$ cat src/rtl/ace_txn_controller.sv
// ACE master-side transaction controller: WriteClean / ReadShared / MakeUnique with bounded retry,
// plus a concurrent snoop responder. Define ACE_TIMEOUT_EN to add per-state handshake timeouts.
module ace_txn_controller #(
    parameter int unsigned MAX_RETRY   = 10,
    parameter int unsigned SNOOP_DEPTH = 2,
    parameter int unsigned TIMEOUT     = 64
) (
    input  logic clk,
    input  logic rst_n,
    input  logic read_req,
    input  logic write_req,
    input  logic invalid_req,
    output logic ace_ready,
    output logic req_error,
    input  logic B_okay,
    input  logic R_okay,
    input  logic snoop_miss,
    input  logic response,
    input  logic response_data,
    output logic write_clean_o,
    output logic read_shared_o,
    output logic make_unique_o,
    output logic read_resp_en,
    output logic ac_enable,
    output logic AW_VALID,
    input  logic AW_READY,
    output logic W_VALID,
    input  logic W_READY,
    input  logic B_VALID,
    output logic B_READY,
    output logic AR_VALID,
    input  logic AR_READY,
    input  logic R_VALID,
    output logic R_READY,
    input  logic AC_VALID,
    output logic AC_READY,
    output logic CR_VALID,
    input  logic CR_READY,
    output logic CD_VALID,
    input  logic CD_READY
);

    localparam int unsigned RetryW = $clog2(MAX_RETRY + 1);
    localparam int unsigned CntW   = $clog2(SNOOP_DEPTH + 1);

    typedef enum logic [2:0] {StIdle, StAw, StW, StB, StAr, StR, StErr} req_state_e;
    typedef enum logic [1:0] {OpWrite, OpRead, OpInval} op_e;
    typedef enum logic [1:0] {SIdle, SLook, SResp} snp_state_e;

    req_state_e        state_q, state_d;
    op_e               op_q, op_d;
    logic [RetryW-1:0] retry_q, retry_d, retry_inc;

    snp_state_e        snp_q, snp_d;
    logic [CntW-1:0]   cnt_q, cnt_d;
    logic              cr_pend_q, cr_pend_d;
    logic              cd_pend_q, cd_pend_d;
    logic              ac_hs, snp_done;

`ifdef ACE_TIMEOUT_EN
    localparam int unsigned TimerW = $clog2(TIMEOUT + 1);
    logic [TimerW-1:0] wait_q, wait_d;
    logic              waiting;
    assign waiting = state_q inside {StAw, StW, StB, StAr, StR};
`endif

    assign retry_inc = retry_q + RetryW'(1);

    // ---------------- Request FSM ----------------
    always_ff @(posedge clk or negedge rst_n) begin
        if (!rst_n) begin
            state_q <= StIdle;
            op_q    <= OpRead;
            retry_q <= '0;
`ifdef ACE_TIMEOUT_EN
            wait_q  <= '0;
`endif
        end else begin
            state_q <= state_d;
            op_q    <= op_d;
            retry_q <= retry_d;
`ifdef ACE_TIMEOUT_EN
            wait_q  <= wait_d;
`endif
        end
    end

    always_comb begin
        state_d = state_q;
        op_d    = op_q;
        retry_d = retry_q;
        unique case (state_q)
            StIdle: begin
                if (write_req) begin
                    state_d = StAw;
                    op_d    = OpWrite;
                end else if (read_req) begin
                    state_d = StAr;
                    op_d    = OpRead;
                end else if (invalid_req) begin
                    state_d = StAr;
                    op_d    = OpInval;
                end
            end
            StAw: if (AW_READY) state_d = StW;
            StW:  if (W_READY) state_d = StB;
            StB: begin
                if (B_VALID) begin
                    retry_d = retry_inc;
                    if (B_okay)                                state_d = StIdle;
                    else if (retry_inc == RetryW'(MAX_RETRY)) state_d = StErr;
                    else                                       state_d = StAw;
                end
            end
            StAr: if (AR_READY) state_d = StR;
            StR: begin
                if (R_VALID) begin
                    retry_d = retry_inc;
                    if (R_okay)                                state_d = StIdle;
                    else if (retry_inc == RetryW'(MAX_RETRY)) state_d = StErr;
                    else                                       state_d = StAr;
                end
            end
            StErr:   state_d = StIdle;
            default: state_d = StIdle;
        endcase
`ifdef ACE_TIMEOUT_EN
        // Counter value k means k+1 cycles spent waiting in this state.
        if (waiting && state_d == state_q && wait_q == TimerW'(TIMEOUT - 1)) state_d = StErr;
        wait_d = (state_d != state_q || !waiting) ? '0 : wait_q + TimerW'(1);
`endif
        if (state_d == StIdle) retry_d = '0;
    end

    always_comb begin
        ace_ready     = (state_q == StIdle);
        AW_VALID      = (state_q == StAw);
        W_VALID       = (state_q == StW);
        B_READY       = (state_q == StB);
        AR_VALID      = (state_q == StAr);
        R_READY       = (state_q == StR);
        req_error     = (state_q == StErr);
        write_clean_o = (state_q == StAw) || (state_q == StW) || (state_q == StB);
        read_shared_o = ((state_q == StAr) || (state_q == StR)) && (op_q == OpRead);
        make_unique_o = ((state_q == StAr) || (state_q == StR)) && (op_q == OpInval);
        read_resp_en  = (state_q == StR) && R_VALID && R_okay && (op_q == OpRead);
    end

    // ---------------- Snoop FSM ----------------
    assign ac_hs = AC_VALID && AC_READY;

    always_ff @(posedge clk or negedge rst_n) begin
        if (!rst_n) begin
            snp_q     <= SIdle;
            cnt_q     <= '0;
            cr_pend_q <= 1'b0;
            cd_pend_q <= 1'b0;
        end else begin
            snp_q     <= snp_d;
            cnt_q     <= cnt_d;
            cr_pend_q <= cr_pend_d;
            cd_pend_q <= cd_pend_d;
        end
    end

    always_comb begin
        snp_d     = snp_q;
        cr_pend_d = cr_pend_q;
        cd_pend_d = cd_pend_q;
        snp_done  = 1'b0;
        unique case (snp_q)
            SIdle: if (cnt_q != '0) snp_d = SLook;
            SLook: begin
                if (response_data) begin
                    cr_pend_d = 1'b1;
                    cd_pend_d = 1'b1;
                    snp_d     = SResp;
                end else if (snoop_miss || response) begin
                    cr_pend_d = 1'b1;
                    snp_d     = SResp;
                end
            end
            SResp: begin
                if (CR_READY) cr_pend_d = 1'b0;
                if (CD_READY) cd_pend_d = 1'b0;
                if (!cr_pend_d && !cd_pend_d) begin
                    snp_done = 1'b1;
                    snp_d    = SIdle;
                end
            end
            default: snp_d = SIdle;
        endcase
        unique case ({ac_hs, snp_done})
            2'b10:   cnt_d = cnt_q + CntW'(1);
            2'b01:   cnt_d = cnt_q - CntW'(1);
            default: cnt_d = cnt_q;
        endcase
    end

    always_comb begin
        AC_READY  = (cnt_q < CntW'(SNOOP_DEPTH));
        ac_enable = (snp_q == SIdle) && (cnt_q != '0);
        CR_VALID  = (snp_q == SResp) && cr_pend_q;
        CD_VALID  = (snp_q == SResp) && cd_pend_q;
    end

endmodule

$ cat config.mk
export PLATFORM = sky130hd
export DESIGN_NAME = ace_txn_controller
export DESIGN_NICKNAME = d
export VERILOG_FILES = /design/src/rtl/ace_txn_controller.sv
export SDC_FILE = /design/constraint.sdc
export NUM_CORES = 1
export LEC_CHECK = 0
export BUFFER_PORTS_ARGS = -buffer_cell sky130_fd_sc_hd__buf_2
export CORE_ASPECT_RATIO = 0.75
export CORE_MARGIN = 2
export CORE_UTILIZATION = 30
export CTS_CLUSTER_SIZE = 20
export DETAILED_ROUTE_END_ITERATION = 12
export SLEW_MARGIN = 10
export SYNTH_ARGS = -nofsm -noshare
export SYNTH_HDL_FRONTEND = slang
export SYNTH_SLANG_ARGS = --single-unit
$ cat constraint.sdc
create_clock -name clk -period 1.9 [get_ports clk]
set_input_delay 0.285 -clock clk [delete_from_list [all_inputs] [get_ports clk]]
set_output_delay 0.285 -clock clk [all_outputs]
set_load 0.02 [all_outputs]
# Word level (Yosys, flattened, before mapping)
# Index checks and enable logic that the tools add are counted.
[totals] in_bits=18 ff_bits=15
[op_classes] eq_ne=19 n_reduce_logical=29 n_addsub=3 n_mux=37 order_cmp=1
[ops] operator="$mux W3" n=11
[ops] operator="$pmux W3 S6" n=1
[ops] operator="$mux W2" n=8
[ops] operator="$mux W4" n=3
[ops] operator="$logic_and A1 B1 Y1" n=10
[ops] operator="$eq A3 B3 Y1 const B" n=3
[ops] operator="$mux W1" n=9
[ops] operator="$pmux W4 S2" n=1
[ops] operator="$eq A2 B1 Y1 const B" n=3
[ops] operator="$eq A2 B2 Y1 const B" n=3
[ops] operator="$eq A3 B2 Y1 const B" n=2
[ops] operator="$logic_not A3 Y1" n=2
[ops] operator="$ne A2 B2 Y1 const B" n=3
[ops] operator="$ne A3 B2 Y1 const B" n=2
[ops] operator="$pmux W2 S3" n=1
[ops] operator="$reduce_and A2 Y1" n=3
[ops] operator="$reduce_and A3 Y1" n=2
[ops] operator="$reduce_bool A2 Y1" n=3
[ops] operator="$reduce_bool A3 Y1" n=2
[ops] operator="$add A4 B1 Y4 const B" n=1
[ops] operator="$eq A4 B4 Y1 const B" n=1
[ops] operator="$logic_or A1 B1 Y1" n=4
[ops] operator="$pmux W1 S2" n=2
[ops] operator="$pmux W2 S2" n=1
[ops] operator="7 further kinds" n=8

# Depth between registers and ports, before layout
[depth] ltp_word=9 mapped_depth=7 depth_no_buf=7

# Worst setup path before layout
# No wires, ideal clock.
[synth_path] kind="register to output" startpoint="reg state_q[1]" endpoint="out read_resp_en" n_path_buf=1 t_arrival_ns=1.653 stages_incl_launch_ff=5 slack_ns=-0.038 path_cell_list="dfrtp_1 buf_2 nand2b_2 nor3b_1 and2_1"
[synth_between] elab_chain_cells=4
[synth_rtl] element="from (decl)" line="50" rtl="req_state_e state_q, state_d;"
[synth_rtl] element="from (signal assigned)" line="72" rtl="state_q <= StIdle;"
[synth_rtl] element="from (signal assigned)" line="79" rtl="state_q <= state_d;"
[synth_rtl] element="$eq A3 B3 Y1" line="146" rtl="read_resp_en = (state_q == StR) && R_VALID && R_okay && (op_q == OpRead);"
[synth_rtl] element="$logic_and A1 B1 Y1 (3 in a row)" line="146"
[synth_rtl] element="to (decl)" line="23" rtl="output logic read_resp_en,"
# No other way between the ends.

# Final worst setup path
# Ends and elaborated chain as after synthesis.

==> flow_metrics.tcl <==
set metrics [dict create \
    coreArea_um2 3610 \
    start_util_pct 30.7 \
    tns_ns 0 \
    die_area_um2 4210 \
    drc_errors 0 \
    dp_cells 203 \
    startpoint_type "register" \
    grt_max_degree 19 \
    die_x_um 74.2 \
    synth_area_um2 1110 \
    r2r_end "snp_q[1]" \
    antenna_found_initial 0 \
    cts_buffer_depth 2 \
    slew_viol_final 0 \
    routedWlPerCell_um 11.4 \
    utilization_pct 38.4 \
    detail_route.first_pass.iterations 4 \
    clkSinkCount 15 \
    diodes 0 \
    nNetsFinal 181 \
    syn_area_per_cell_um2 9.10 \
    tritoncts "built" \
    leakage_nw 0.675 \
    fin_cells 208 \
    grtUsageTotal_pct 12.1 \
    fp-row-count 19 \
    fin_crit_ns 1.79 \
    htreeDepth 1 \
    place.gp.congestion 0.782 \
    numCtsBuffers 3 \
    synth_flop_cell "dfrtp_1" \
    clkLatencyLatePin_ns 0.25 \
    crit_arrival_ns 1.50 \
    r2r_cells 6 \
    yosys.area.top_type_share_pct 31.6 \
    crit_path_end_kind "primary output" \
    cp_top_family "simple AND/OR/NAND/NOR gates" \
    cp_max_fo 12 \
    setup_ws_ns 0.111 \
    cp_data_required_time_ns 1.62 \
    syn2layout_area_growth_pct 25.0 \
    synth-edff-count 0 \
    cts-root-buf "clkbuf_8" \
    fin_worst_skew_ns 0.00563 \
    yosys-top-cells-count "dfrtp_1 (14), nor2_1 (10), a21oi_1 (9)" \
    overflow 0 \
    cpPeakStageDelay_ns 0.47 \
    path_clk_slew_ns 0.07 \
    num_vias 980 \
    ys_seq_area_share_pct 33.9 \
    hold_viol 0 \
    fin_crit_sh_pct 94.2 \
    slew-limit-headroom_pct 68.4 \
    critical_path_class "register to primary output" \
    r2r_setup_slack_ns 0.27 \
    post_cts_buffers 0 \
    rsz0062_at_grt "no" \
    critPathSlowestCell "dfrtp_2" \
    ios 33 \
    yosys.area.top_type "dfrtp_1" \
    drtIter0Drc 23 \
    dp_hpwl_um 1920 \
    wl_um 2360 \
    run_status "completed" \
    grt_pass1_vias 901 \
    port_buffers 32 \
    hold_start "write_req" \
    synth_cell_types 40 \
    cp_num_buf_inv 1 \
    dp_slack_ns 0.237 \
    yosys_warnings 0 \
    finalSetupViolCount 0 \
    synthTopCellsByArea "dfrtp_1 (32%), ha_1 (6.8%), a21oi_1 (4.1%)" \
    timing.rr.start "snp_q[1]" \
    yosysMostFrequentCell "dfrtp_1" \
    antenna_left 0 \
    synthesis.instances 122 \
    worst_slew_pin_slew_ns 0.472 \
    grt_pass1_wl_um 4010 \
    min_path_cells 2 \
    path_cells "nand2b_2 -> nor3b_2 -> and2_1 -> buf_2" \
    dieHeight_um 56.7 \
    synth_seq_cells 15 \
    syn_nets 146 \
    synthArstFlopShare_pct 100 \
    viasPerCell 4.71 \
    peakVddDrop_mv 0.407 \
    hp-class "input pin to register" \
    fmax_ghz 0.559 \
    power_density_nw_per_um2 1460 \
    drv_cap 0 \
    drive_gt1_share_pct 30.1 \
    hold_end "op_q[0]" \
]
==> report_power, final <==
part / internal (mW) / total [mW] / switching (mW)
sequential: 0.460 / 0.643 / 0.182
combinational: 0.496 / 1.12 / 0.623
clock: 0.147 / 0.269 / 0.121
==> worst reg2reg max path, delay by kind of cell (launching register included) <==
family                     cells  cell delay, ns
and+or+nand+nor                2            0.40
buffers and inverters          1            0.08
adders and majority gates      1            0.19
muxes                          1            0.32
AOI/OAI and AO/OA              1            0.12
DFF                            1            0.40
==> layout make-up <==
type / count / area, um2
fill: 379 / 2230
multi-input combinational: 96 / 693
sequential: 15 / 380
timing repair buffer: 33 / 170
tap: 52 / 65.1
clock buffer: 3 / 41.3
inverter: 8 / 30.0
clock inverter: 1 / 7.51
==> metal layers <==
metal / GRT usage, % / routed length [um]
met4: 1.02 / 0
met2: 18.5 / 1140
met3: 4.67 / 106
met5: 0 / 0
met1: 17.1 / 1120
==> worst max path at each step <==
stage / start / to / slack (ns) / cells past startpoint
2_1_floorplan: state_q[1] / read_resp_en / 0.20 / 4
3_3_place_gp: state_q[0] / retry_q[0] / 0.31 / 4
3_5_place_dp: state_q[0] / retry_q[1] / 0.24 / 4
4_1_cts: state_q[2] / read_resp_en / 0.03 / 4
5_1_grt: state_q[1] / read_resp_en / 0.04 / 4
6_report: state_q[1] / read_resp_en / 0.11 / 4
==> logic make-up (layout without fill, tap and decap cells) <==
| group | count (synthesis) | after routing | share of synthesized area, % |
|---|---|---|---|
| compound gates | 27 | 27 | 19.1 |
| xor+xnor | 7 | 7 | 5.52 |
| fa+ha+maj | 6 | 6 | 6.76 |
| buf+inv | 11 | 45 | 4.06 |
| flops | 15 | 15 | 33.9 |
| mux | 2 | 2 | 1.92 |
| simple gates | 54 | 54 | 28.7 |
==> flip-flops by register name, indices dropped and copies added, names as in the netlist <==
| register | flops |
|---|---|
| cnt_q | 2 |
| cd_pend_q | 1 |
| retry_q | 4 |
| snp_q | 2 |
| op_q | 2 |
| cr_pend_q | 1 |
| state_q | 3 |
==> metrics by stage <==
| step | hold slack (ns) | power, mW | area (um2) |
|---|---|---|---|
| floorplan | -0.0106 | 1.47 | 1110 |
| global placement | 0.213 | 1.72 | 1330 |
| detailed placement | 0.213 | 1.77 | 1330 |
| CTS | 0.289 | 2.05 | 1380 |
| global route | 0.304 | 2.20 | 1390 |
| finish | 0.284 | 2.03 | 1390 |
==> timing repair <==
| item | CTS | global route |
|---|---|---|
| setup endpoints to repair | 0 | 2 |
| hold endpoints to repair | 14 | 0 |
| hold buffers | 1 | 0 |
| resized for setup | 0 | 3 |
==> cell usage in the layout (no fill, tap or decap), types with 4 or more instances in the layout <==
cell type / count
buf_2: 32
dfrtp_1: 11
nor2_1: 10
a21oi_1: 9
inv_1: 8
nand2_1: 7
nand2b_1: 6
ha_1: 6
and3_1: 4
and3b_1: 4
xor2_1: 4
and2_1: 4
Note: power is estimated with default switching activity, not from simulation.
